<file path="config.mk">
export PLATFORM = sky130hd
export DESIGN_NAME = cpx_accum_dump
export DESIGN_NICKNAME = d
export VERILOG_FILES = /design/src/rtl/cpx_accum_dump.sv
export SDC_FILE = /design/constraint.sdc
export NUM_CORES = 1
export LEC_CHECK = 0
export CORE_MARGIN = 10
export CORE_UTILIZATION = 30
export DETAILED_ROUTE_END_ITERATION = 12
export SETUP_SLACK_MARGIN = 0.3
export SLEW_MARGIN = 5
export SYNTH_ARGS = -nofsm -noshare
export SYNTH_HDL_FRONTEND = slang
export SYNTH_SLANG_ARGS = --single-unit
</file>
<file path="constraint.sdc">
create_clock -name clk -period 5.15 [get_ports clk]
set_input_delay 1.03 -clock clk [delete_from_list [all_inputs] [get_ports clk]]
set_output_delay 1.03 -clock clk [all_outputs]
set_load 0.02 [all_outputs]
</file>
<file path="src/rtl/cpx_accum_dump.sv">
// Complex integrate-and-dump: sums len I/Q sample pairs, then presents the
// block sums with a sticky overflow flag on a valid/ready output handshake.
module cpx_accum_dump #(
    parameter int i_bits   = 24,
    parameter int q_bits   = 24,
    parameter int acc_bits = 32,
    parameter int len      = 64
) (
    input  logic                clk,
    input  logic                rst,
    input  logic                m_axis_i_tvalid,
    input  logic                m_axis_q_tvalid,
    input  logic [i_bits-1:0]   i,
    input  logic [q_bits-1:0]   q,
    output logic                m_axis_tready,
    output logic                s_axis_tvalid,
    input  logic                s_axis_tready,
    output logic [acc_bits-1:0] sum_i,
    output logic [acc_bits-1:0] sum_q,
    output logic                ovf
);

    localparam int cnt_bits = (len > 1) ? $clog2(len) : 1;
    localparam logic [cnt_bits-1:0] last_cnt = cnt_bits'(len - 1);

    typedef enum logic {
        ACCUM,
        DUMP
    } state_t;

    state_t state, next_state;

    logic signed [acc_bits-1:0] acc_i, acc_q;
    logic signed [acc_bits-1:0] i_ext, q_ext;
    logic signed [acc_bits-1:0] new_i, new_q;
    logic [cnt_bits-1:0]        count;
    logic                       sticky;
    logic                       ovf_i, ovf_q;
    logic                       accept, last;

    assign i_ext = acc_bits'($signed(i));
    assign q_ext = acc_bits'($signed(q));
    assign new_i = acc_i + i_ext;
    assign new_q = acc_q + q_ext;

    // Signed overflow: both operands share a sign that the wrapped result lacks.
    assign ovf_i = (acc_i[acc_bits-1] == i_ext[acc_bits-1]) &&
                   (new_i[acc_bits-1] != acc_i[acc_bits-1]);
    assign ovf_q = (acc_q[acc_bits-1] == q_ext[acc_bits-1]) &&
                   (new_q[acc_bits-1] != acc_q[acc_bits-1]);

    assign accept = m_axis_i_tvalid && m_axis_q_tvalid && m_axis_tready && (state == ACCUM);
    assign last   = accept && (count == last_cnt);

    always_comb begin
        next_state = state;
        case (state)
            ACCUM:   if (last) next_state = DUMP;
            DUMP:    if (s_axis_tready) next_state = ACCUM;
            default: next_state = ACCUM;
        endcase
    end

    always_ff @(posedge clk or posedge rst) begin
        if (rst) begin
            state <= ACCUM;
        end else begin
            state <= next_state;
        end
    end

    // Ready stays low through reset so the first edge after release raises it.
    always_ff @(posedge clk or posedge rst) begin
        if (rst) begin
            m_axis_tready <= 1'b0;
        end else begin
            m_axis_tready <= (next_state == ACCUM);
        end
    end

    always_ff @(posedge clk or posedge rst) begin
        if (rst) begin
            acc_i         <= '0;
            acc_q         <= '0;
            count         <= '0;
            sticky        <= 1'b0;
            s_axis_tvalid <= 1'b0;
            sum_i         <= '0;
            sum_q         <= '0;
            ovf           <= 1'b0;
        end else begin
            if (last) begin
                sum_i         <= new_i;
                sum_q         <= new_q;
                ovf           <= sticky | ovf_i | ovf_q;
                s_axis_tvalid <= 1'b1;
                acc_i         <= '0;
                acc_q         <= '0;
                count         <= '0;
                sticky        <= 1'b0;
            end else if (accept) begin
                acc_i  <= new_i;
                acc_q  <= new_q;
                count  <= count + 1'b1;
                sticky <= sticky | ovf_i | ovf_q;
            end
            if (state == DUMP && s_axis_tready) begin
                s_axis_tvalid <= 1'b0;
            end
        end
    end

endmodule

</file>
==> flow_metrics.env, run 1 <==
export IMPL_cts_inserted_buffers=17
export IMPL_place_ws_ns=0.8691
export IMPL_yosys_area_top_type="dfrtp_1"
export IMPL_grtUsageTotal_pct=12.84
export IMPL_grt_setup_unrepaired="no"
export IMPL_wl_per_cell_um=16.36
export IMPL_seq_area_frac_synth_pct=42.22
export IMPL_syn_nets=1000
export IMPL_clock_sinks=139
export IMPL_p_clk_share_pct=25.6
export IMPL_synth_top_cell_area_share_pct=42.22
export IMPL_via_count=6708
export IMPL_reg2reg_from="acc_q[0]"
export IMPL_avgSynthCellArea_um2=9.340
export IMPL_fmax_mhz=260.1
export IMPL_final_util_pct=38.53
export IMPL_cts_setup_buffers=0
export IMPL_cp_startpoint="i[0]"
export IMPL_slew_headroom_pct=35.68
export IMPL_hpwl_um=15660
export IMPL_p_comb_share_pct=46.7
export IMPL_use_met2_pct=20.67
export IMPL_gp_congestion=0.8371
export IMPL_diodes=0
export IMPL_met1_usage_pct=16.85
export IMPL_cp_end_kind="flip-flop"
export IMPL_finClkSkew_ns=0.01212
export IMPL_final_period_utilization_pct=74.67
export IMPL_portBuffers=119
export IMPL_power_frac_seq_pct=27.7
export IMPL_synth_edf_count=0
export IMPL_drive_gt1_share_pct=7.592
export IMPL_cp_required_ns=5.44
export IMPL_dieHeight_um=185.7
export IMPL_reg2reg_slack_ns=1.99
export IMPL_setup_viol=0
export IMPL_worst_pin_slew_ns=0.9648
export IMPL_r2r_cells=12
export IMPL_synth_area_leaders="dfrtp_1 42%, ha_1 9.6%, nand2_1 9.6%"
export IMPL_synth_cell_types=64
export IMPL_grt_pass1_vias=6823
export IMPL_clkLatencyLatePin_ns=0.42
export IMPL_clk_pin_slew_ns=0.06
export IMPL_power_internal_mw=3.334
export IMPL_postRouteAntennaNets=0
export IMPL_grt_max_degree=101
export IMPL_syn_to_final_growth_pct=26.05
export IMPL_min_period_ns=3.845
export IMPL_ctsHoldBuffers=0
export IMPL_p_switching_mw=2.136
export IMPL_crit_path_end="acc_i[26]"
export IMPL_tns_ns=0
export IMPL_synth_area_um2=8238
export IMPL_worstPathArrival_ns=4.14
export IMPL_io_pins=120
export IMPL_grt_ovfl_total=0
export IMPL_synth_flop_cell="dfrtp_1"
export IMPL_grt_pass1_wl_um=35900
export IMPL_peakVddDrop_mv=0.2223
export IMPL_clockRootBuffer="clkbuf_16"
export IMPL_outcome="finished clean"
export IMPL_final_max_slew_viol_count=0
export IMPL_coreArea_um2=26950
export IMPL_cp_start_kind="input pin"
export IMPL_fp_dieW_um=185.7
export IMPL_synthArstFlopShare_pct=100.0
export IMPL_firstDrtPassIters=5
export IMPL_layout_setup_ws_ns=1.305
export IMPL_post_cts_resized=0
export IMPL_crit_fanout=5
export IMPL_viasPerCell=4.999
export IMPL_p_sw_share_pct=39.05
export IMPL_power_mw=5.469
export IMPL_cap_violations=0
export IMPL_ys_warn_count=0
export IMPL_dieArea_um2=34490
export IMPL_drc=0
export IMPL_p_leak_nw=4.895
export IMPL_syn_inst=882
export IMPL_synth_seq_cells=139
export IMPL_n_fill_cell=2628
export IMPL_antenna_found_initial=0
export IMPL_path_class="in -> reg"
export IMPL_cts_htree_levels=4
export IMPL_cts_buffer_depth=2
export IMPL_nets=1106
export IMPL_hp_class="reg -> reg"
export IMPL_rows=60
export IMPL_cts_tree="built"
export IMPL_use_met3_pct=3.003
export IMPL_finalHoldViolCount=0
export IMPL_powerDensity_nw_per_um2=526.7
export IMPL_busiest_layer="met2"
export IMPL_drt_iter0_markers=305
export IMPL_start_util_pct=30.57
export IMPL_rr_endpoint="sum_q[20]"
export IMPL_routed_wl_um=21950
power groups by stage:
stage	combinational (mW)	sequential, mW	clock (mW)
2_1_floorplan	2.09	1.49	0
3_3_place_gp	2.52	1.53	0
3_5_place_dp	2.53	1.53	0
4_1_cts	2.56	1.52	1.42
5_1_grt	2.87	1.55	1.47
6_report	2.56	1.51	1.40
sequential cells by signal, summed over array words and instances, names as in the netlist:
register       cells
acc_i             32
acc_q             32
count              6
m_axis_tready      1
ovf                1
s_axis_tvalid      1
state              1
sticky             1
sum_i             32
sum_q             32
cells by family (layout without fill, tap and decap cells):
kind of cell / Yosys count / count (layout) / synth area share [%]
multiplexers: 11 / 11 / 1.534
flip-flops: 139 / 139 / 42.22
adder cells (fa/ha/maj): 65 / 65 / 10.05
buffers and inverters: 54 / 173 / 3.311
XOR/XNOR: 59 / 59 / 6.273
AND/OR/NAND/NOR: 305 / 305 / 15.70
AO/OA/AOI/OAI: 249 / 249 / 20.90
worst min-delay path by stage:
| stage | end | startpoint | cells past startpoint | slack (ns) |
|---|---|---|---|---|
| finish | s_axis_tvalid | state | 1 | 0.45 |
| global route | s_axis_tvalid | state | 1 | 0.49 |
| CTS | s_axis_tvalid | state | 1 | 0.45 |
| detailed placement | s_axis_tvalid | state | 1 | 0.44 |
| global placement | s_axis_tvalid | state | 1 | 0.43 |
| floorplan | s_axis_tvalid | state | 1 | 0.42 |
critical path, stage by stage:
cell and delay (ns):
clkdlybuf4s50_1 0.43, ha_1 0.24, fa_1 0.40, a21o_1 0.19
nand4_1 0.10, nand3_2 0.11, o21ai_2 0.27, o31ai_4 0.12
and3_1 0.21, or2_1 0.32, a21oi_1 0.24, o21ai_0 0.16
a221o_1 0.31
per-layer routing:
metal	vias to the layer above	part of all wire, %
met3	12	4.4
met2	110	47
met4	0	0.96
met1	3217	48
met5	-	0
li1	3369	-
cell usage after synthesis, types with 2 or more instances:
cell type	instances
nor2b_1	3
inv_1	14
a21o_1	31
a21oi_1	55
o31ai_1	6
a31o_2	3
xor2_1	21
o21a_1	5
a21oi_2	5
or3_1	2
xnor2_1	38
clkbuf_1	25
a211oi_1	5
o211ai_1	3
nand4_1	13
a311oi_2	2
mux2_2	9
nor3_1	11
o21bai_1	4
buf_6	2
a221oi_1	2
a22o_1	45
clkbuf_8	2
a211o_1	3
a41oi_1	3
and2_1	4
nand3_1	20
a21o_2	2
and4_1	3
o21ai_2	2
ha_1	63
o21ai_0	48
dfrtp_1	139
a31oi_1	4
and3_1	4
a221o_1	3
or2_2	2
a2111oi_0	2
o21ai_1	7
a32oi_1	2
fa_1	2
buf_1	7
nor2_1	26
nand2_1	210
stage by stage:
step	area [µm²]	instances	hold WS (ns)
floorplan	8238	882	0.4174
global placement	9722	1310	0.4322
detailed placement	9722	1310	0.4437
CTS	10380	1342	0.4525
global route	10380	1342	0.4869
finish	10380	1342	0.4496
layout by cell type, fill, tap and decap left out, drive strengths merged, types with 10 or more instances in the layout:
| cell | instances |
|---|---|
| a22o | 46 |
| clkdlybuf4s50 | 119 |
| a21o | 33 |
| mux2 | 10 |
| inv | 19 |
| nand2 | 210 |
| dfrtp | 139 |
| nand3 | 21 |
| ha | 63 |
| clkbuf | 17 |
| nand4 | 13 |
| nor2 | 26 |
| xnor2 | 38 |
| xor2 | 21 |
| nor3 | 11 |
| a21oi | 60 |
| o21ai | 57 |
cell type report:
class                      instances  area [µm²]  share of cell area (%)
timing repair buffer             127        1251                   12.05
multi-input combinational        689        4508                   43.41
inverter                          14       57.56                  0.5543
sequential                       139        3478                   33.50
clock buffer                      17       425.4                   4.097
clock inverter                    15       236.5                   2.277
tap                              341       426.7                   4.109
(Power assumes the default switching activity.)
==> run 2: changes to the inputs <==
- clock period: 5.15 -> 3.5 ns (I/O delays scaled with it)
==> flow_metrics.env, run 2 (synthesis results as in run 1) <==
export IMPL_p_leak_nw=5.348
export IMPL_final_cell_mix="210 x nand2_1, 139 x dfrtp_1, 115 x clkdlybuf4s50_1"
export IMPL_place_ws_ns=-0.3391
export IMPL_dieHeight_um=185.7
export IMPL_multi_input_area_um2=4836
export IMPL_peakVddDrop_mv=0.2823
export IMPL_cp_required_ns=3.81
export IMPL_io_pins=120
export IMPL_clkLatencyLatePin_ns=0.43
export IMPL_portBuffers=119
export IMPL_critPathSlowestCell="clkdlybuf4s50_1"
export IMPL_finClkSkew_ns=0.01367
export IMPL_slew_headroom_pct=66.35
export IMPL_final_max_slew_viol_count=0
export IMPL_cts_tree="built"
export IMPL_fp_dieW_um=185.7
export IMPL_diodes=0
export IMPL_routed_wl_um=23510
export IMPL_drive_gt1_share_pct=18.47
export IMPL_start_util_pct=30.57
export IMPL_max_stage_delay_ns=0.52
export IMPL_rows=60
export IMPL_final_util_pct=42.14
export IMPL_cap_violations=0
export IMPL_crit_top_cell="a21o_1"
export IMPL_outcome="finished clean"
export IMPL_drt_iter0_markers=333
export IMPL_syn_to_final_growth_pct=37.86
export IMPL_hpwl_um=16750
export IMPL_cts_inserted_buffers=17
export IMPL_fin_cells=1429
export IMPL_dieArea_um2=34490
export IMPL_grt_max_degree=72
export IMPL_grt_setup_unrepaired="no"
export IMPL_worst_pin_slew_ns=0.5037
export IMPL_grt_ovfl_total=0
export IMPL_postRouteAntennaNets=0
export IMPL_min_period_ns=3.133
export IMPL_power_mw=8.823
export IMPL_drc=0
export IMPL_antenna_found_initial=0
export IMPL_gp_congestion=0.8679
export IMPL_viasPerCell=4.964
export IMPL_n_fill_cell=2632
export IMPL_grt_pass1_wl_um=38100
export IMPL_tns_ns=0
export IMPL_crit_path_cell_trace="clkdlybuf4s50_1 > ha_4 > buf_4 > nand2_1 > o21ai_1 > a21o_1 > a211o_1 > a311oi_2 > o21ai_2 > a21o_1 > a21oi_2 > xnor2_1 > mux2_4"
export IMPL_cts_htree_levels=4
export IMPL_path_class="in -> reg"
export IMPL_wl_per_cell_um=16.45
export IMPL_hp_class="reg -> reg"
export IMPL_cp_end_kind="flip-flop"
export IMPL_final_common_cell="nand2_1"
export IMPL_dp_cells=1384
export IMPL_coreArea_um2=26950
export IMPL_fmax_mhz=319.1
export IMPL_min_delay_start="state"
export IMPL_finalHoldViolCount=0
export IMPL_powerDensity_nw_per_um2=776.9
export IMPL_nets=1193
export IMPL_layout_setup_ws_ns=0.3665
export IMPL_crit_fanout=5
export IMPL_final_period_utilization_pct=89.53
export IMPL_cts_buffer_depth=2
export IMPL_clock_sinks=139
export IMPL_grt_pass1_vias=7239
export IMPL_cp_startpoint="i[7]"
export IMPL_regArea_um2=3478
export IMPL_setup_viol=0
export IMPL_clk_pin_slew_ns=0.07
export IMPL_clockRootBuffer="clkbuf_16"
export IMPL_cp_start_kind="input pin"
export IMPL_grtUsageTotal_pct=13.72
export IMPL_reg2reg_from="acc_i[0]"
export IMPL_via_count=7094
export IMPL_worstPathArrival_ns=3.44
export IMPL_firstDrtPassIters=5
[run 2: changes by cell type in the layout (fill, tap and decap cells not counted), moves of 3 or more]
cell | previous run | this run
bufinv_16 | 5 | 1
buf_4 | 8 | 89
a21oi_2 | 5 | 8
a31oi_1 | 4 | 1
ha_2 | 0 | 3
ha_1 | 63 | 52
dlymetal6s2s_1 | 0 | 4
ha_4 | 0 | 8
a21oi_1 | 55 | 50
clkdlybuf4s50_1 | 119 | 115
buf_12 | 0 | 5
clkinvlp_4 | 2 | 5
[run 2: layout make-up]
class	count	share of cell area [%]
flip-flops and latches	139	30.63
multi-input cells	689	42.58
well taps	341	3.757
repair buffers	214	17.44
clock inverters	15	1.355
clock buffers	17	3.746
inverters	14	0.4958
[run 2: final timing paths]
check	cells past startpoint	slack, ns	end
setup / recovery	13	0.37	sum_i[29]
hold / removal	1	0.44	s_axis_tvalid
setup reg to reg	12	0.58	sum_i[24]
hold reg to reg	1	0.44	s_axis_tvalid
max in group asynchronous	3	2.15	acc_i[11]
min in group asynchronous	2	0.65	sum_q[8]
[run 2: per-layer routing]
metal | wire (µm) | track usage, %
met5 | 0 | 0
met4 | 206 | 3.386
met3 | 1015 | 3.159
met2 | 11390 | 22.70
met1 | 10900 | 17.67
[run 2: critical path: cells and delay by family]
family | cells | cell delay (ns)
adders and majority gates | 1 | 0.22
xor gates and xnor gates | 1 | 0.10
AOI/OAI and AO/OA | 7 | 1.41
muxes | 1 | 0.27
buffers and inverters | 2 | 0.67
and+or+nand+nor | 1 | 0.07
[run 2: timing repair]
item	CTS	global route
cloned	0	0
pin swaps	10	26
setup endpoints to repair	25	33
gates resized for setup	15	40
hold buffers	0	0
setup buffers	10	3
[run 2: per-stage QoR]
stage	hold slack, ns	instance area (µm²)
2_1_floorplan	0.4174	8242
3_3_place_gp	0.4223	10340
3_5_place_dp	0.4312	10340
4_1_cts	0.4400	11060
5_1_grt	0.4544	11360
6_report	0.4375	11360
[run 2: report_power, final]
part           switching, mW  internal [mW]  total, mW
sequential             0.282           1.99       2.27
clock                  0.823           1.01       1.83
combinational           2.40           2.32       4.73
